`config.mk`:
```
export PLATFORM = sky130hd
export DESIGN_NAME = popcount_window_acc
export DESIGN_NICKNAME = d
export VERILOG_FILES = /design/src/rtl/popcount_window_acc.sv
export SDC_FILE = /design/constraint.sdc
export NUM_CORES = 1
export LEC_CHECK = 0
export BUFFER_PORTS_ARGS = -buffer_cell sky130_fd_sc_hd__buf_2
export CORE_ASPECT_RATIO = 2
export CORE_UTILIZATION = 45
export CTS_CLUSTER_DIAMETER = 150
export CTS_CLUSTER_SIZE = 16
export DETAILED_ROUTE_END_ITERATION = 8
export GPL_TIMING_DRIVEN = 0
export PLACE_DENSITY = 0.71
export SLEW_MARGIN = 20
export SYNTH_ARGS = -nofsm -noshare
export SYNTH_HDL_FRONTEND = slang
export SYNTH_SLANG_ARGS = --single-unit
```
`constraint.sdc`:
```
create_clock -name clk -period 2.8 [get_ports clk]
set_clock_uncertainty 0.05 [all_clocks]
set_input_delay 0.28 -clock clk [delete_from_list [all_inputs] [get_ports clk]]
set_output_delay 0.28 -clock clk [all_outputs]
set_load 0.02 [all_outputs]
```
`src/rtl/popcount_window_acc.sv`:
```
// rtl/popcount_window_acc.sv - windowed sum/max/min accumulator for popcount samples
// Collects WIN samples, then holds the result on a valid/ready output while stalling input.
module popcount_window_acc #(
  parameter int IN_W  = 4,
  parameter int WIN   = 8,
  parameter int SUM_W = 8
) (
  input  logic             clk,
  input  logic             rst,
  input  logic             clr,
  input  logic             in_valid,
  input  logic [IN_W-1:0]  in_data,
  output logic             in_ready,
  output logic             out_valid,
  input  logic             out_ready,
  output logic [SUM_W-1:0] out_sum,
  output logic [IN_W-1:0]  out_max,
  output logic [IN_W-1:0]  out_min,
  output logic             out_sat
);

  typedef enum logic {ACCUM, HOLD} state_t;

  // One spare bit above the wider operand so the raw sum can never wrap.
  localparam int EXT_W = ((SUM_W > IN_W) ? SUM_W : IN_W) + 1;
  localparam logic [EXT_W-1:0] SUM_MAX = EXT_W'((64'd1 << SUM_W) - 64'd1);
  localparam logic [7:0] LAST_CNT = 8'(WIN - 1);

  state_t           state;
  logic [7:0]       cnt;
  logic [SUM_W-1:0] acc_sum;
  logic [IN_W-1:0]  acc_max;
  logic [IN_W-1:0]  acc_min;
  logic             acc_sat;

  logic [EXT_W-1:0] sum_ext;
  logic             add_sat;
  logic [SUM_W-1:0] nxt_sum;
  logic [IN_W-1:0]  nxt_max;
  logic [IN_W-1:0]  nxt_min;
  logic             nxt_sat;
  logic             last;

  assign in_ready = (state == ACCUM);
  assign last     = (cnt == LAST_CNT);

  always_comb begin
    sum_ext = EXT_W'(acc_sum) + EXT_W'(in_data);
    add_sat = (sum_ext > SUM_MAX);
    nxt_sum = add_sat ? {SUM_W{1'b1}} : sum_ext[SUM_W-1:0];
    nxt_sat = acc_sat | add_sat;
    nxt_max = (in_data > acc_max) ? in_data : acc_max;
    nxt_min = (in_data < acc_min) ? in_data : acc_min;
  end

  always_ff @(posedge clk or posedge rst) begin
    if (rst) begin
      state     <= ACCUM;
      cnt       <= 8'd0;
      acc_sum   <= '0;
      acc_max   <= '0;
      acc_min   <= '1;
      acc_sat   <= 1'b0;
      out_valid <= 1'b0;
      out_sum   <= '0;
      out_max   <= '0;
      out_min   <= '0;
      out_sat   <= 1'b0;
    end else begin
      case (state)
        ACCUM: begin
          if (clr) begin
            cnt     <= 8'd0;
            acc_sum <= '0;
            acc_max <= '0;
            acc_min <= '1;
            acc_sat <= 1'b0;
          end else if (in_valid) begin
            if (last) begin
              out_sum   <= nxt_sum;
              out_max   <= nxt_max;
              out_min   <= nxt_min;
              out_sat   <= nxt_sat;
              out_valid <= 1'b1;
              cnt       <= 8'd0;
              acc_sum   <= '0;
              acc_max   <= '0;
              acc_min   <= '1;
              acc_sat   <= 1'b0;
              state     <= HOLD;
            end else begin
              acc_sum <= nxt_sum;
              acc_max <= nxt_max;
              acc_min <= nxt_min;
              acc_sat <= nxt_sat;
              cnt     <= cnt + 8'd1;
            end
          end
        end
        HOLD: begin
          // clr is deliberately ignored here so a pending result is never lost.
          if (out_ready) begin
            out_valid <= 1'b0;
            state     <= ACCUM;
          end
        end
        default: state <= ACCUM;
      endcase
    end
  end

endmodule

```
==> impl_metrics.yaml, run 1 <==
logic_synthesis:
  ys_warn_count: 0
  async_reset_ff_share_pct: 100
  yosys.cell_count.top_type: "dfrtp_1"
  avgSynthCellArea_sq_um: 9.50
  yosysTopAreaCell: "dfrtp_1"
  yosysTopAreaCellShare_pct: 40.7
  synth_flop_cell: "dfrtp_1"
  synth_edf_count: 0
  ys_seq_area_share_pct: 45.0
  netlist_area_sq_um: 2460
  ys_ff_latch: 44
  synth_nets: 281
  synthCells: 259
  synth_area_leaders: "dfrtp_1 (41%), ha_1 (6.1%), nand2_1 (5.6%), o21ai_0 (4.7%), dfstp_2 (4.3%)"
  netlist_top_cells_count: "dfrtp_1 (40), nand2_1 (37), o21ai_0 (23), nor2_1 (17), inv_1 (13)"
  yosys.cell_types.count: 52
hold_path:
  hold_path_depth: 2
  hp-start: "out_ready"
  worstHoldEndpoint: "state$_DFF_PP0_"
  hold_class: "in -> reg"
detailed_routing:
  met2WireLength_microns: 3050
  drc: 0
  wl_per_cell_microns: 16.0
  num_vias: 2087
  wl_met3_microns: 150
  drtIter0Drc: 52
  m1WireLength_microns: 2280
  dr.pass1.iters: 4
  drt_wl_total_microns: 5680
  postRouteAntennaNets: 0
  viasPerCell: 5.90
  top_layer: "met4"
global_routing:
  grt_pass1_wl_microns: 9380
  grt_max_degree: 27
  grt_pass1_vias: 2062
  grt_overflow: 0
  antenna_found_initial: 0
  grt_use_total_pct: 22.6
layout:
  num_antenna_cells: 0
  syn_to_final_growth_pct: 14.0
  final_util_pct: 54.1
  layout-drive-gt1-share_pct: 20.6
  stdcell_area_sq_um: 2810
  final_nets: 317
cts:
  clk_pin_slew_ns: 0.09
  clk-insertion-delay-late_ns: 0.31
  root_buffer: "clkbuf_8"
  clk_path_buf_depth: 2
  h-tree-depth: 2
  numCtsBuffers: 5
  post_cts_buffers: 0
  cts.sinks: 44
  cts_tree: "done"
power:
  powerDensity_nw_per_um2: 500
  peakVddDrop_v: 0.000418
  p_leak_nw: 1.28
floorplanning:
  core_area_sq_um: 5180
  die-height_microns: 107
  die_area_sq_um: 5780
  start_util_pct: 47.4
  std_cell_rows: 37
  io_pins: 28
  die_w_microns: 54.3
worst_setup_path:
  cp_slowest_stage_delay_ns: 0.41
  cp-start-kind: "flip-flop"
  cp_num_buf_inv: 0
  crit_path_end_kind: "flip-flop"
  cp.depth: 6
  path_delay_family: "adder cells"
  timing.rr.start: "acc_sum[0]$_DFFE_PP0P_"
  rrSetupSlack_ns: 0.54
  crit_fanout: 9
  path_cells: "ha_1 > fa_1 > a211oi_1 > nor3_2 > o21bai_1 > mux2_2"
  r2r_cells: 6
  worst-setup-path-type: "reg -> reg"
  worst_ep_arrival_time_ns: 2.42
  critPathSlowestCell: "fa_1"
  r2r_end: "out_sum[3]$_DFFE_PP0P_"
  crit_required_ns: 2.96
place:
  dp_hpwl_microns: 4250
  io_buffers: 27
  place_congestion: 0.852
  dpl-instance-area_sq_um: 2690
sta:
  hold_viol: 0
  relSlewSlack_pct: 58.0
  fmax_ghz: 0.442
  final_max_slew_viol_count: 0
  finalSetupViolations: 0
  tightestPinTransition_ns: 0.627
  rsz0062_at_grt: "false"
  period_share_pct: 80.8
  min_period_ns: 2.26
  finalSetupTns_ns: 0
run_status:
  outcome: "finished, final reports clean"
run:
  max_cap_violations: 0
[sequential cells by signal (all words and copies together) (netlist names), 4 cells and up]
signal and count:
out_min 4, out_max 4, acc_sum 8, cnt 8, acc_max 4, out_sum 8
acc_min 4
[power by group]
part | total [mW] | internal [mW] | switching [mW]
sequential | 0.680 | 0.662 | 0.0174
combinational | 0.232 | 0.0826 | 0.149
clock | 0.491 | 0.265 | 0.226
total | 1.40 | 1.01 | 0.393
[layout by cell type (no fill, tap or decap), types with 3 or more instances in the layout]
master / instances
dfrtp_1: 40
nand2_1: 37
buf_2: 29
o21ai_0: 23
nor2_1: 17
inv_1: 12
ha_1: 12
nand4_1: 11
nand3_1: 11
a21oi_1: 11
nor3_1: 6
clkbuf_8: 6
clkbuf_1: 5
a31oi_1: 4
o311ai_0: 4
o211ai_1: 4
dfstp_2: 4
nor3b_1: 3
a211oi_1: 3
o21bai_1: 3
a21o_1: 3
mux2i_1: 3
a22oi_1: 3
o32a_1: 3
[cell type report]
| type | count | area [sq um] |
|---|---|---|
| Tap cell | 58 | 72.6 |
| Buffer | 9 | 57.6 |
| Clock inverter | 2 | 35.0 |
| Sequential cell | 44 | 1110 |
| Multi-Input combinational cell | 193 | 1250 |
| Clock buffer | 6 | 72.6 |
| Inverter | 13 | 48.8 |
| Timing Repair Buffer | 29 | 165 |
| Fill cell | 507 | 2380 |
[what timing repair did]
item                                   in CTS  in global routing
resized for setup                           0                  0
endpoints found under the hold margin      18                  0
hold buffers                                1                  0
[how the worst max path moves through the flow]
| stage | from | endpoint | slack [ns] |
|---|---|---|---|
| global route | acc_sum[0]$_DFFE_PP0P_ | out_sum[3]$_DFFE_PP0P_ | 0.40 |
| CTS | acc_sum[0]$_DFFE_PP0P_ | out_sum[3]$_DFFE_PP0P_ | 0.51 |
| floorplan | acc_sum[0]$_DFFE_PP0P_ | out_sum[3]$_DFFE_PP0P_ | 0.72 |
| global placement | in_data[0] | out_sum[3]$_DFFE_PP0P_ | 0.46 |
| detailed placement | in_data[0] | out_sum[3]$_DFFE_PP0P_ | 0.43 |
| finish | acc_sum[0]$_DFFE_PP0P_ | out_sum[3]$_DFFE_PP0P_ | 0.54 |
[metrics by stage]
step | hold WS [ns] | setup slack, ns | std cells | power, mW
after floorplan | 0.326 | 0.723 | 259 | 0.853
after global placement | 0.408 | 0.464 | 344 | 0.912
after detailed placement | 0.250 | 0.430 | 345 | 0.922
after CTS | 0.103 | 0.514 | 354 | 1.41
after global routing | 0.117 | 0.397 | 354 | 1.47
final | 0.105 | 0.538 | 354 | 1.40
[layer usage]
layer,vias up,global-route usage (%)
met5,-,0
met4,0,12.5
met3,18,3.86
met2,41,38.1
met1,1007,25.3
li1,1021,-
[kinds of logic (layout without fill, tap and decap cells)]
family                     Yosys count  in the layout  share of synthesized area, %
AOI/OAI and AO/OA                   71             71                          18.9
and+or+nand+nor                    102            102                          22.0
xor gates and xnor gates             2              2                         0.712
adders and majority gates           13             13                          6.92
DFF                                 44             44                          45.0
muxes                                5              5                          2.14
buffers and inverters               22             59                          4.32
Note: power is estimated with default switching activity, not from simulation.
==> run 2: changes to the inputs <==
--- a/config.mk
+++ b/config.mk
@@ -12,7 +12,7 @@
 export CTS_CLUSTER_SIZE = 16
 export DETAILED_ROUTE_END_ITERATION = 8
 export GPL_TIMING_DRIVEN = 0
-export PLACE_DENSITY = 0.71
+export PLACE_DENSITY = 0.73
 export SLEW_MARGIN = 20
 export SYNTH_ARGS = -nofsm -noshare
 export SYNTH_HDL_FRONTEND = slang
==> constraint.sdc (replaced) <==
create_clock -name clk -period 1.8 [get_ports clk]
set_clock_uncertainty 0.05 [all_clocks]
set_input_delay 0.18 -clock clk [delete_from_list [all_inputs] [get_ports clk]]
set_output_delay 0.18 -clock clk [all_outputs]
set_load 0.02 [all_outputs]
==> impl_metrics.yaml, run 2 (same netlist as run 1, synthesis figures left out) <==
layout:
  num_antenna_cells: 0
  multiInputGateArea_sq_um: 1500
  syn_to_final_growth_pct: 29.5
  reg.largest.list: "acc_sum (8), cnt (8), out_sum (8)"
  stdcell_area_sq_um: 3190
  fillers: 450
  layout-drive-gt1-share_pct: 36.2
  regArea_sq_um: 1110
  final_cell_mix: "dfrtp_1 (40), nand2_1 (37), buf_2 (28)"
  final_nets: 330
  final_common_cell: "dfrtp_1"
hold_path:
  hp-start: "out_ready"
  hold_class: "in -> reg"
  worstHoldEndpoint: "state$_DFF_PP0_"
  hold_path_depth: 2
worst_setup_path:
  worst_ep_arrival_time_ns: 2.11
  r2r_cells: 6
  crit_required_ns: 1.96
  worst-setup-path-type: "reg -> reg"
  critPathSlowestCell: "dfrtp_1"
  cp_slowest_stage_delay_ns: 0.41
  r2r_end: "out_sum[3]$_DFFE_PP0P_"
  cp_num_buf_inv: 0
  path_cells: "ha_4 > fa_2 > a211oi_4 > nor3_4 > o21bai_4 > mux2_4"
  crit_fanout: 4
  crit_path_end_kind: "flip-flop"
  timing.rr.start: "acc_sum[0]$_DFFE_PP0P_"
  rrSetupSlack_ns: -0.16
  cp-start-kind: "flip-flop"
  path_delay_family: "adder cells"
power:
  power_mw: 2.34
  peakVddDrop_v: 0.000484
  p_leak_nw: 1.41
  powerDensity_nw_per_um2: 734
cts:
  cts.sinks: 44
  clk_path_buf_depth: 2
  numCtsBuffers: 5
  root_buffer: "clkbuf_8"
  h-tree-depth: 2
  cts_tree: "done"
  clk_pin_slew_ns: 0.09
  clk-insertion-delay-late_ns: 0.31
sta:
  finalSetupViolations: 18
  rsz0062_at_grt: "true"
  hold_viol: 0
  relSlewSlack_pct: 61.6
  tightestPinTransition_ns: 0.576
  period_share_pct: 109
  min_period_ns: 1.96
  final_max_slew_viol_count: 0
  setup_ws_ns: -0.157
  fmax_ghz: 0.511
detailed_routing:
  wl_per_cell_microns: 16.1
  dr.pass1.iters: 4
  num_vias: 2211
  drc: 0
  drtIter0Drc: 45
  drt_wl_total_microns: 5920
  postRouteAntennaNets: 0
  viasPerCell: 6.02
global_routing:
  grt_max_degree: 33
  antenna_found_initial: 0
  grt_pass1_wl_microns: 9820
  grt_overflow: 0
  grt_use_total_pct: 23.5
  grt_pass1_vias: 2104
floorplanning:
  die_w_microns: 54.3
  std_cell_rows: 37
  die-height_microns: 107
  die_area_sq_um: 5780
  io_pins: 28
  core_area_sq_um: 5180
  start_util_pct: 47.4
place:
  dpl-instance-area_sq_um: 2710
  dp_hpwl_microns: 4040
  io_buffers: 27
  pre_cts_ws_ns: -0.239
  place_congestion: 0.887
run_status:
  outcome: "finished, violations left"
  violations: "negative setup slack"
run:
  max_cap_violations: 0
-- run 2: cell types whose count changed in the layout (fill, tap and decap cells not counted), sizes merged --
cell      previous run  this run
clkbuf              11        10
clkinvlp             0         1
buf                 32        45
-- run 2: worst max path at each step --
| stage | startpoint | to | slack (ns) | cells past startpoint |
|---|---|---|---|---|
| after global routing | acc_sum[0]$_DFFE_PP0P_ | out_sum[4]$_DFFE_PP0P_ | -0.22 | 6 |
| after detailed placement | in_data[0] | out_sum[3]$_DFFE_PP0P_ | -0.24 | 7 |
| final | acc_sum[0]$_DFFE_PP0P_ | out_sum[3]$_DFFE_PP0P_ | -0.16 | 6 |
| after floorplan | acc_sum[0]$_DFFE_PP0P_ | out_sum[3]$_DFFE_PP0P_ | -0.12 | 6 |
| after CTS | acc_sum[0]$_DFFE_PP0P_ | out_sum[3]$_DFFE_PP0P_ | -0.12 | 6 |
| after global placement | in_data[0] | out_sum[3]$_DFFE_PP0P_ | -0.22 | 7 |
-- run 2: through the flow --
stage	utilization, %	hold slack (ns)	instances	TNS [ns]
CTS	57.9	0.00642	360	-1.12
global route	61.4	0.0361	367	-2.53
detailed placement	52.3	0.0931	345	-3.17
floorplan	-	0.226	259	-0.175
global placement	51.9	0.322	344	-5.01
finish	61.4	0.0140	367	-1.19
-- run 2: area by class of cell --
type	instances	area share, %
Multi-Input combinational cell	193	47.1
Inverter	13	1.53
Buffer	8	2.04
Clock buffer	5	2.16
Timing Repair Buffer	43	8.84
Sequential cell	44	34.7
Tap cell	58	2.28
Clock inverter	3	1.34
-- run 2: power by group --
part           internal [mW]  switching (mW)  total, mW
sequential              1.03          0.0280       1.06
clock                  0.411           0.363      0.774
combinational          0.209           0.296      0.505
-- run 2: layer usage --
| layer | share of wire (%) | wire (microns) | GRT usage, % |
|---|---|---|---|
| met5 | 0 | 0 | 0 |
| met4 | 4.6 | 275 | 15.0 |
| met3 | 4.0 | 236 | 3.29 |
| met2 | 53 | 3140 | 37.7 |
| met1 | 38 | 2270 | 27.6 |
-- run 2: repair_timing --
| action | in CTS | in global routing |
|---|---|---|
| pin swaps | 11 | 12 |
| resized for setup | 28 | 40 |
| endpoints found under the setup margin | 34 | 38 |
| hold buffers | 1 | 0 |
| buffers inserted | 7 | 7 |
| hold endpoints to repair | 12 | 0 |
==> run 3: changes to the inputs <==
--- a/config.mk
+++ b/config.mk
@@ -5,7 +5,7 @@
 export SDC_FILE = /design/constraint.sdc
 export NUM_CORES = 1
 export LEC_CHECK = 0
-export BUFFER_PORTS_ARGS = -buffer_cell sky130_fd_sc_hd__buf_2
+export BUFFER_PORTS_ARGS = -buffer_cell sky130_fd_sc_hd__clkbuf_2
 export CORE_ASPECT_RATIO = 2
 export CORE_UTILIZATION = 45
 export CTS_CLUSTER_DIAMETER = 150
==> impl_metrics.yaml, run 3 (same netlist as run 1, synthesis figures left out) <==
detailed_routing:
  wl_per_cell_microns: 16.3
  drt_wl_total_microns: 5850
  drtIter0Drc: 52
  num_vias: 2170
  drc: 0
  viasPerCell: 6.03
  dr.pass1.iters: 5
  postRouteAntennaNets: 0
sta:
  hold_viol: 0
  min_period_ns: 1.98
  tightestPinTransition_ns: 0.584
  rsz0062_at_grt: "true"
  final_max_slew_viol_count: 0
  setup_ws_ns: -0.176
  finalSetupViolations: 18
  period_share_pct: 110
  relSlewSlack_pct: 61.1
  fmax_ghz: 0.506
layout:
  final_common_cell: "dfrtp_1"
  fin_cells: 360
  reg.largest.list: "acc_sum (8), cnt (8), out_sum (8)"
  syn_to_final_growth_pct: 23.9
  num_antenna_cells: 0
  layout-drive-gt1-share_pct: 31.5
  final_cell_mix: "dfrtp_1 (40), nand2_1 (37), clkbuf_2 (28)"
  final_nets: 323
worst_setup_path:
  cp_slowest_stage_delay_ns: 0.41
  r2r_cells: 6
  critPathSlowestCell: "dfrtp_1"
  crit_path_end_kind: "flip-flop"
  path_delay_family: "adder cells"
  cp_num_buf_inv: 0
  crit_required_ns: 1.94
  cp-start-kind: "flip-flop"
  worst-setup-path-type: "reg -> reg"
  cp.depth: 6
  path_cells: "ha_4 > fa_2 > a211oi_4 > nor3_4 > o21bai_4 > mux2_4"
  worst_ep_arrival_time_ns: 2.12
  crit_fanout: 3
floorplanning:
  die_area_sq_um: 5780
  start_util_pct: 47.4
  die_w_microns: 54.3
  core_area_sq_um: 5180
  io_pins: 28
  die-height_microns: 107
  std_cell_rows: 37
global_routing:
  grt_max_degree: 33
  antenna_found_initial: 0
  grt_pass1_wl_microns: 9630
  grt_pass1_vias: 2083
  grt_overflow: 0
  grt_use_total_pct: 23.2
cts:
  numCtsBuffers: 5
  cts_tree: "done"
  cts.sinks: 44
  h-tree-depth: 2
  root_buffer: "clkbuf_8"
  clk_path_buf_depth: 2
  clk-insertion-delay-late_ns: 0.30
  clk_pin_slew_ns: 0.08
power:
  peakVddDrop_v: 0.000633
  p_leak_nw: 1.36
  powerDensity_nw_per_um2: 740
  power_mw: 2.26
place:
  place_congestion: 0.898
  io_buffers: 27
  dp_cells: 345
  dp_hpwl_microns: 4120
  pre_cts_ws_ns: -0.263
run_status:
  violations: "negative setup slack"
  outcome: "finished, violations left"
run:
  max_cap_violations: 0
hold_path:
  hold_path_depth: 2
  hold_class: "in -> reg"
==> run 3: through the flow <==
stage | setup TNS [ns] | hold slack [ns] | cell area (sq um) | utilization, %
floorplan | -0.175 | 0.226 | 2480 | -
global placement | -5.02 | 0.322 | 2690 | 51.9
detailed placement | -3.59 | 0.0794 | 2710 | 52.3
CTS | -1.67 | 0.0119 | 2960 | 57.1
global route | -3.52 | 0.0353 | 3050 | 58.8
finish | -1.78 | 0.0207 | 3050 | 58.8
==> run 3: where the power goes <==
part	internal [mW]	total [mW]	switching (mW)
Clock	0.412	0.745	0.333
Combinational	0.178	0.451	0.273
Sequential	1.03	1.06	0.0287
Total	1.62	2.26	0.635
==> run 3: final timing paths <==
kind                                              from                endpoint  slack [ns]
worst max-delay path            acc_sum[0]$_DFFE_PP0P_  out_sum[3]$_DFFE_PP0P_       -0.18
worst min-delay path                         out_ready         state$_DFF_PP0_        0.02
worst max register to register  acc_sum[0]$_DFFE_PP0P_  out_sum[3]$_DFFE_PP0P_       -0.18
worst min register to register   out_valid$_DFFE_PP0P_   out_valid$_DFFE_PP0P_        0.43
max in group asynchronous                          rst  acc_min[0]$_DFFE_PP1P_        0.87
min in group asynchronous                          rst  out_min[3]$_DFFE_PP0P_        0.30
==> run 3: per-layer routing <==
layer / vias up / global-route usage, % / routed length [microns]
li1: 1032 / - / -
met1: 1038 / 26.9 / 2250
met2: 70 / 37.5 / 3100
met3: 30 / 3.43 / 193
met4: 0 / 14.8 / 306
met5: - / 0 / 0
==> run 3: timing repair <==
item / CTS / global route
resized for setup: 26 / 18
pin swaps: 10 / 5
hold endpoints to repair: 12 / 0
hold buffers: 1 / 0
setup endpoints to repair: 35 / 40
buffers inserted: 4 / 3
==> run 3: final cells by class <==
type | instances | area, sq um
repair buffers | 36 | 218
well taps | 58 | 72.6
flip-flops and latches | 44 | 1110
plain buffers | 8 | 62.6
clock inverters | 2 | 35.0
clock buffers | 6 | 72.6
fillers | 468 | 2140
inverters | 13 | 48.8
multi-input cells | 193 | 1430
